**config.mk**
```make
export PLATFORM = sky130hd
export DESIGN_NAME = seq_det_ctrl_flat
export DESIGN_NICKNAME = d
export VERILOG_FILES = /design/src/rtl/seq_det_ctrl_if.sv /design/src/rtl/seq_det_ctrl.sv /design/src/flat_wrapper.sv
export SDC_FILE = /design/constraint.sdc
export NUM_CORES = 1
export LEC_CHECK = 0
export BUFFER_PORTS_ARGS = -buffer_cell sky130_fd_sc_hd__clkbuf_2
export CAP_MARGIN = 20
export CORE_MARGIN = 5
export CORE_UTILIZATION = 52
export DETAILED_ROUTE_END_ITERATION = 7
export MAX_ROUTING_LAYER = met4
export PLACE_DENSITY = 0.77
export SYNTH_ARGS = -nofsm -noshare
export SYNTH_HDL_FRONTEND = slang
export SYNTH_SLANG_ARGS = --single-unit
```
**constraint.sdc**
```tcl
create_clock -name clk -period 2 [get_ports clk]
set_clock_uncertainty 0.15 [all_clocks]
set_input_delay 0.1 -clock clk [delete_from_list [all_inputs] [get_ports clk]]
set_output_delay 0.1 -clock clk [all_outputs]
set_load 0.03 [all_outputs]
```
**src/rtl/seq_det_ctrl_if.sv**
```systemverilog
// seq_det_ctrl_if: word-side handshake and detector-side serial link of the
// sequencing controller. The master modport is the environment (producer
// plus detector); the slave modport is the controller itself.
interface seq_det_ctrl_if #(
  parameter int W  = 8,
  parameter int CW = 4
);
  logic          start;
  logic [W-1:0]  data;
  logic          busy;
  logic          done;
  logic [CW-1:0] match_cnt;
  logic          det_a;
  logic          det_rst;
  logic          det_out;

  modport master (
    output start, data, det_out,
    input  busy, done, match_cnt, det_a, det_rst
  );

  modport slave (
    input  start, data, det_out,
    output busy, done, match_cnt, det_a, det_rst
  );
endinterface

```
**src/rtl/seq_det_ctrl.sv**
```systemverilog
// seq_det_ctrl: accepts a parallel word on start, clears the serial Moore
// detector for one cycle, shifts the word into it one bit per clock, then
// counts the detector's sampled match outputs into a saturating counter and
// strobes done for one cycle.
// Build option: define SEQ_DET_CTRL_LSB_FIRST_EN to serialise LSB first
// (default is MSB first). Sampling, latency and counting are unchanged.
module seq_det_ctrl #(
  parameter int W  = 8,
  parameter int CW = 4
) (
  input  logic             clk,
  input  logic             rst,
  seq_det_ctrl_if.slave    bus
);

  localparam int            KW      = (W > 1) ? $clog2(W) : 1;
  localparam logic [KW-1:0] K_LAST  = KW'(W - 1);
  localparam logic [CW-1:0] CNT_MAX = '1;

  typedef enum logic [2:0] {
    S_IDLE  = 3'd0,
    S_CLR   = 3'd1,
    S_SHIFT = 3'd2,
    S_DRAIN = 3'd3,
    S_DONE  = 3'd4
  } state_t;

  state_t        state_q, state_d;
  logic [KW-1:0] k_q, k_d;
  logic [W-1:0]  sr_q, sr_d;
  logic [CW-1:0] match_q, match_d;
  logic          det_a_q, det_a_d;
  logic          busy_q, busy_d;
  logic          done_q, done_d;
  logic          clr_q, clr_d;
  logic          sample;

  // Bit of the captured word presented to the detector at serial position idx.
  function automatic logic sel_bit(input logic [W-1:0] word, input logic [KW-1:0] idx);
`ifdef SEQ_DET_CTRL_LSB_FIRST_EN
    return word[idx];
`else
    return word[K_LAST - idx];
`endif
  endfunction

  // Increment that sticks at the all-ones value instead of wrapping.
  function automatic logic [CW-1:0] sat_inc(input logic [CW-1:0] v);
    return (v == CNT_MAX) ? v : v + CW'(1);
  endfunction

  // Next-state, shift, counter and registered-output logic.
  always_comb begin
    state_d = state_q;
    k_d     = k_q;
    sr_d    = sr_q;
    match_d = match_q;
    det_a_d = 1'b0;

    // The detector output lags det_a by one cycle, so the k = 0 slot still
    // shows the cleared state; the DRAIN slot picks up the last bit's result.
    sample = ((state_q == S_SHIFT) && (k_q != '0)) || (state_q == S_DRAIN);
    if (sample && bus.det_out) begin
      match_d = sat_inc(match_q);
    end

    case (state_q)
      S_IDLE, S_DONE: begin
        if (bus.start) begin
          state_d = S_CLR;
          sr_d    = bus.data;
          match_d = '0;
          k_d     = '0;
        end else begin
          state_d = S_IDLE;
        end
      end
      S_CLR: begin
        state_d = S_SHIFT;
        k_d     = '0;
        det_a_d = sel_bit(sr_q, '0);
      end
      S_SHIFT: begin
        if (k_q == K_LAST) begin
          state_d = S_DRAIN;
        end else begin
          k_d     = k_q + 1'b1;
          det_a_d = sel_bit(sr_q, k_q + 1'b1);
        end
      end
      S_DRAIN: begin
        state_d = S_DONE;
      end
      default: begin
        state_d = S_IDLE;
      end
    endcase

    busy_d = (state_d == S_CLR) || (state_d == S_SHIFT) || (state_d == S_DRAIN);
    done_d = (state_d == S_DONE);
    clr_d  = (state_d == S_CLR);
  end

  // Control state and registered outputs; reset aborts any run in progress.
  always_ff @(posedge clk) begin
    if (rst) begin
      state_q <= S_IDLE;
      k_q     <= '0;
      match_q <= '0;
      det_a_q <= 1'b0;
      busy_q  <= 1'b0;
      done_q  <= 1'b0;
      clr_q   <= 1'b0;
    end else begin
      state_q <= state_d;
      k_q     <= k_d;
      match_q <= match_d;
      det_a_q <= det_a_d;
      busy_q  <= busy_d;
      done_q  <= done_d;
      clr_q   <= clr_d;
    end
  end

  // Captured word; only read while a run is active, so it needs no reset.
  always_ff @(posedge clk) begin
    sr_q <= sr_d;
  end

  assign bus.busy      = busy_q;
  assign bus.done      = done_q;
  assign bus.match_cnt = match_q;
  assign bus.det_a     = det_a_q;
  // The detector is also held in reset for as long as rst is asserted.
  assign bus.det_rst   = rst | clr_q;

endmodule

```
**src/flat_wrapper.sv**
```systemverilog
// flat-port wrapper written by rule: the top's interface ports become plain ports
module seq_det_ctrl_flat 
#(
  parameter int W  = 8,
  parameter int CW = 4
)
  (clk, rst, bus_start, bus_data, bus_det_out, bus_busy, bus_done, bus_match_cnt, bus_det_a, bus_det_rst);
  seq_det_ctrl_if #(.W(W), .CW(CW)) bus_i ();
  input  logic clk;
  input  logic rst;
  input wire logic [$bits(bus_i.start)-1:0] bus_start;
  input wire logic [$bits(bus_i.data)-1:0] bus_data;
  input wire logic [$bits(bus_i.det_out)-1:0] bus_det_out;
  output wire logic [$bits(bus_i.busy)-1:0] bus_busy;
  output wire logic [$bits(bus_i.done)-1:0] bus_done;
  output wire logic [$bits(bus_i.match_cnt)-1:0] bus_match_cnt;
  output wire logic [$bits(bus_i.det_a)-1:0] bus_det_a;
  output wire logic [$bits(bus_i.det_rst)-1:0] bus_det_rst;
  assign bus_i.start = bus_start;
  assign bus_i.data = bus_data;
  assign bus_i.det_out = bus_det_out;
  assign bus_busy = bus_i.busy;
  assign bus_done = bus_i.done;
  assign bus_match_cnt = bus_i.match_cnt;
  assign bus_det_a = bus_i.det_a;
  assign bus_det_rst = bus_i.det_rst;
  seq_det_ctrl #(.W(W), .CW(CW)) u_core (.clk(clk), .rst(rst), .bus(bus_i));
endmodule
```
==> flow_metrics.tcl <==
set metrics [dict create \
    outcome "finished clean" \
    ir_drop_v 0.000410 \
    dieWidth_um 54.6 \
    finalWeightedCongestion 0.716 \
    finalCritPeriodShare_pct 91.3 \
    dpl.hpwl_um 1290 \
    grt_pass1_vias 700 \
    syn_inst 87 \
    fin_area_um2 1270 \
    endpoint "u_core.bus.det_a" \
    critical_path.max_stage_delay_ns 0.46 \
    required_ns 2.09 \
    cts-htree-levels 1 \
    register_area_um2 522 \
    setup_tns_ns 0 \
    clk_latency_ns 0.31 \
    antenna_left 0 \
    stdcell_count 144 \
    cap_viol_max_count 0 \
    tritoncts "built" \
    grt_util_all_layers_pct 15.5 \
    drive_gt1_share_pct 26.5 \
    end_kind "flop" \
    synth_top_family_by_area "simple AND/OR/NAND/NOR gates" \
    vias 760 \
    drc 0 \
    startpoint "u_core.k_q[0]" \
    timing.reg2reg.setup_slack_ns 0.17 \
    dp.cells 130 \
    min_path_type "in2reg" \
    nets 135 \
    grt_pass1_wl_um 3220 \
    synth.yosys.warnings 0 \
    synth_nets 104 \
    setup_viol 0 \
    grt_overflow 0 \
    num_rows 16 \
    cp.arrival_ns 1.92 \
    fill_cells 147 \
    ctsLongestPathBuffers 2 \
    reg2reg_to "u_core.bus.det_a" \
    timing.rr.start "u_core.k_q[0]" \
    start_kind "flop" \
    critPathMaxFanout 5 \
    antenna_cells 0 \
    hold_path_depth 4 \
    dieHeight_um 54.6 \
    layout_commonest_cell "clkbuf_2" \
    post_synth_xor_area_fraction_pct 0.848 \
    most-common-layout-cells "clkbuf_2 (19), dfxtp_1 (13), dlygate4sd3_1 (10), edfxtp_1 (8), mux2i_1 (7)" \
    cp_top_family "multiplexers" \
    multi_input_area_um2 469 \
    critPathKind "reg2reg" \
    synth_area_um2 1030 \
    coreArea_um2 1920 \
    drt_first_iter_violations 5 \
    cts_made_buffers 3 \
    path_buf_inv 1 \
    finalMaxSlewViolations 0 \
    die_area_um2 2980 \
    ys_seq_area_share_pct 50.4 \
    cts_setup_buffers 0 \
    clkTransAtPathRegs_ns 0.12 \
    finalWirelength_um 1820 \
    synth-adder-area-share_pct 6.06 \
    leakagePower_nw 0.503 \
    worst_pin_slew_ns 0.641 \
    p_per_area_nw_per_um2 657 \
    clock.fmax_mhz 548 \
    drtPass1Iterations 4 \
    ys_types 34 \
    hold_violations 0 \
    fin_crit_ns 1.83 \
    clock-sinks 22 \
    antenna_found_initial 0 \
    synthSimpleGateAreaFrac_pct 20.4 \
    syn_avg_cell_area_um2 11.9 \
    wire_per_inst_um 12.6 \
    crit_chain "inv_1 -> ha_1 -> mux2i_1 -> mux4_2 -> o21ai_0" \
    worst-path-stages 5 \
    start_util_pct 53.7 \
    cts_root_buffer "clkbuf_4" \
    final_util_pct 66.2 \
    rsz0062_at_grt "false" \
    viasPerCell 5.28 \
    crit_slowest_cell "mux4_2" \
    reg2regPathDepth 5 \
    slew_headroom_pct 57.1 \
    synthToLayoutAreaGrowth_pct 23.3 \
    synthMuxAreaShare_pct 8.97 \
    placed_area_um2 1140 \
    pin_count 20 \
    port_buffers 19 \
    ys_ff_latch 22 \
    grt_max_degree 13 \
    synth_compound_area_share_pct 9.21 \
]
## registers in the layout (all words and copies together), names as in the netlist
name	flops
u_core.sr_q	8
u_core.bus.match_cnt	4
u_core.k_q	3
u_core.state_q	3
u_core.bus.busy	1
u_core.bus.det_a	1
u_core.bus.done	1
u_core.clr_q	1
## synth_stat cells
| master | n | area share (%) |
|---|---|---|
| or2_2 | 2 | 1.2 |
| o21ai_0 | 2 | 0.97 |
| or4b_1 | 1 | 0.97 |
| nand3b_4 | 1 | 1.9 |
| o31ai_2 | 1 | 1.2 |
| nand3b_1 | 1 | 0.73 |
| dfxtp_1 | 14 | 27 |
| edfxtp_1 | 8 | 23 |
| mux4_2 | 1 | 2.2 |
| nor2_1 | 1 | 0.36 |
| nor2b_1 | 1 | 0.61 |
| and3_1 | 1 | 0.61 |
| o31ai_1 | 2 | 1.5 |
| clkbuf_1 | 1 | 0.36 |
| o31a_1 | 2 | 1.7 |
| xnor2_1 | 1 | 0.85 |
| nor4_1 | 2 | 1.2 |
| inv_1 | 5 | 1.8 |
| a211oi_1 | 3 | 2.2 |
| nand2_1 | 4 | 1.5 |
| nand2b_1 | 5 | 3.0 |
| ha_1 | 5 | 6.1 |
| nor4bb_1 | 2 | 1.9 |
| nor3b_1 | 1 | 0.73 |
| a21oi_1 | 2 | 0.97 |
| nor3_1 | 2 | 0.97 |
| nand3_1 | 1 | 0.48 |
| buf_4 | 2 | 1.5 |
| o21bai_1 | 1 | 0.73 |
| nor4b_2 | 1 | 1.5 |
| mux2i_1 | 7 | 6.8 |
| buf_2 | 1 | 0.48 |
| or4_1 | 2 | 1.5 |
| nor3b_2 | 1 | 1.2 |
## cell type report
class | instances | area share, %
clock buffer | 3 | 1.77
sequential | 22 | 41.0
timing repair buffer | 30 | 15.9
tap | 27 | 2.65
multi-input combinational | 56 | 36.9
clock inverter | 1 | 0.295
inverter | 5 | 1.47
## what timing repair did
item	4_1_cts	5_1_grt
endpoints found under the hold margin	13	0
gates resized for setup	0	1
endpoints found under the setup margin	0	1
hold buffers	10	0
## worst reg2reg max path, stage by stage (launching register included)
cell and delay [ns]:
dfxtp_2 0.38, inv_1 0.06, ha_1 0.40, mux2i_1 0.15, mux4_2 0.46, o21ai_0 0.17
## routing by layer
metal	GRT usage, %	vias up	part of all wire, %
met5	-	-	0
met4	4.98	0	1.4
met3	4.09	5	6.0
met2	25.1	20	48
met1	18.8	354	44
li1	-	381	-
## how the worst min path moves through the flow
stage | startpoint | to | slack, ns
floorplan | bus_data[0] | u_core.sr_q[0] | 0.05
global route | bus_det_out | u_core.bus.match_cnt[3] | 0.05
detailed placement | bus_data[5] | u_core.sr_q[5] | 0.13
global placement | bus_data[1] | u_core.sr_q[1] | 0.13
CTS | bus_det_out | u_core.bus.match_cnt[0] | 0.05
finish | bus_det_out | u_core.bus.match_cnt[0] | 0.05
## cell families (layout without fill, tap and decap cells)
kind of cell / after synthesis / count (layout)
flip-flops: 22 / 22
adder cells (fa/ha/maj): 5 / 5
XOR/XNOR: 1 / 1
AND/OR/NAND/NOR: 29 / 29
AO/OA/AOI/OAI: 13 / 13
buffers and inverters: 9 / 39
multiplexers: 8 / 8
## through the flow
stage / hold slack, ns / total power, mW / worst slack [ns]
after floorplan: 0.0489 / 0.597 / 0.227
after global placement: 0.126 / 0.624 / 0.211
after detailed placement: 0.130 / 0.629 / 0.142
after CTS: 0.0546 / 0.838 / 0.125
after global routing: 0.0469 / 0.887 / 0.0463
final: 0.0515 / 0.837 / 0.174
## report_power, final
part,internal [mW],switching (mW)
logic,0.0624,0.0643
registers,0.491,0.0163
clock network,0.0728,0.130
Note: power is estimated with default switching activity, not from simulation.
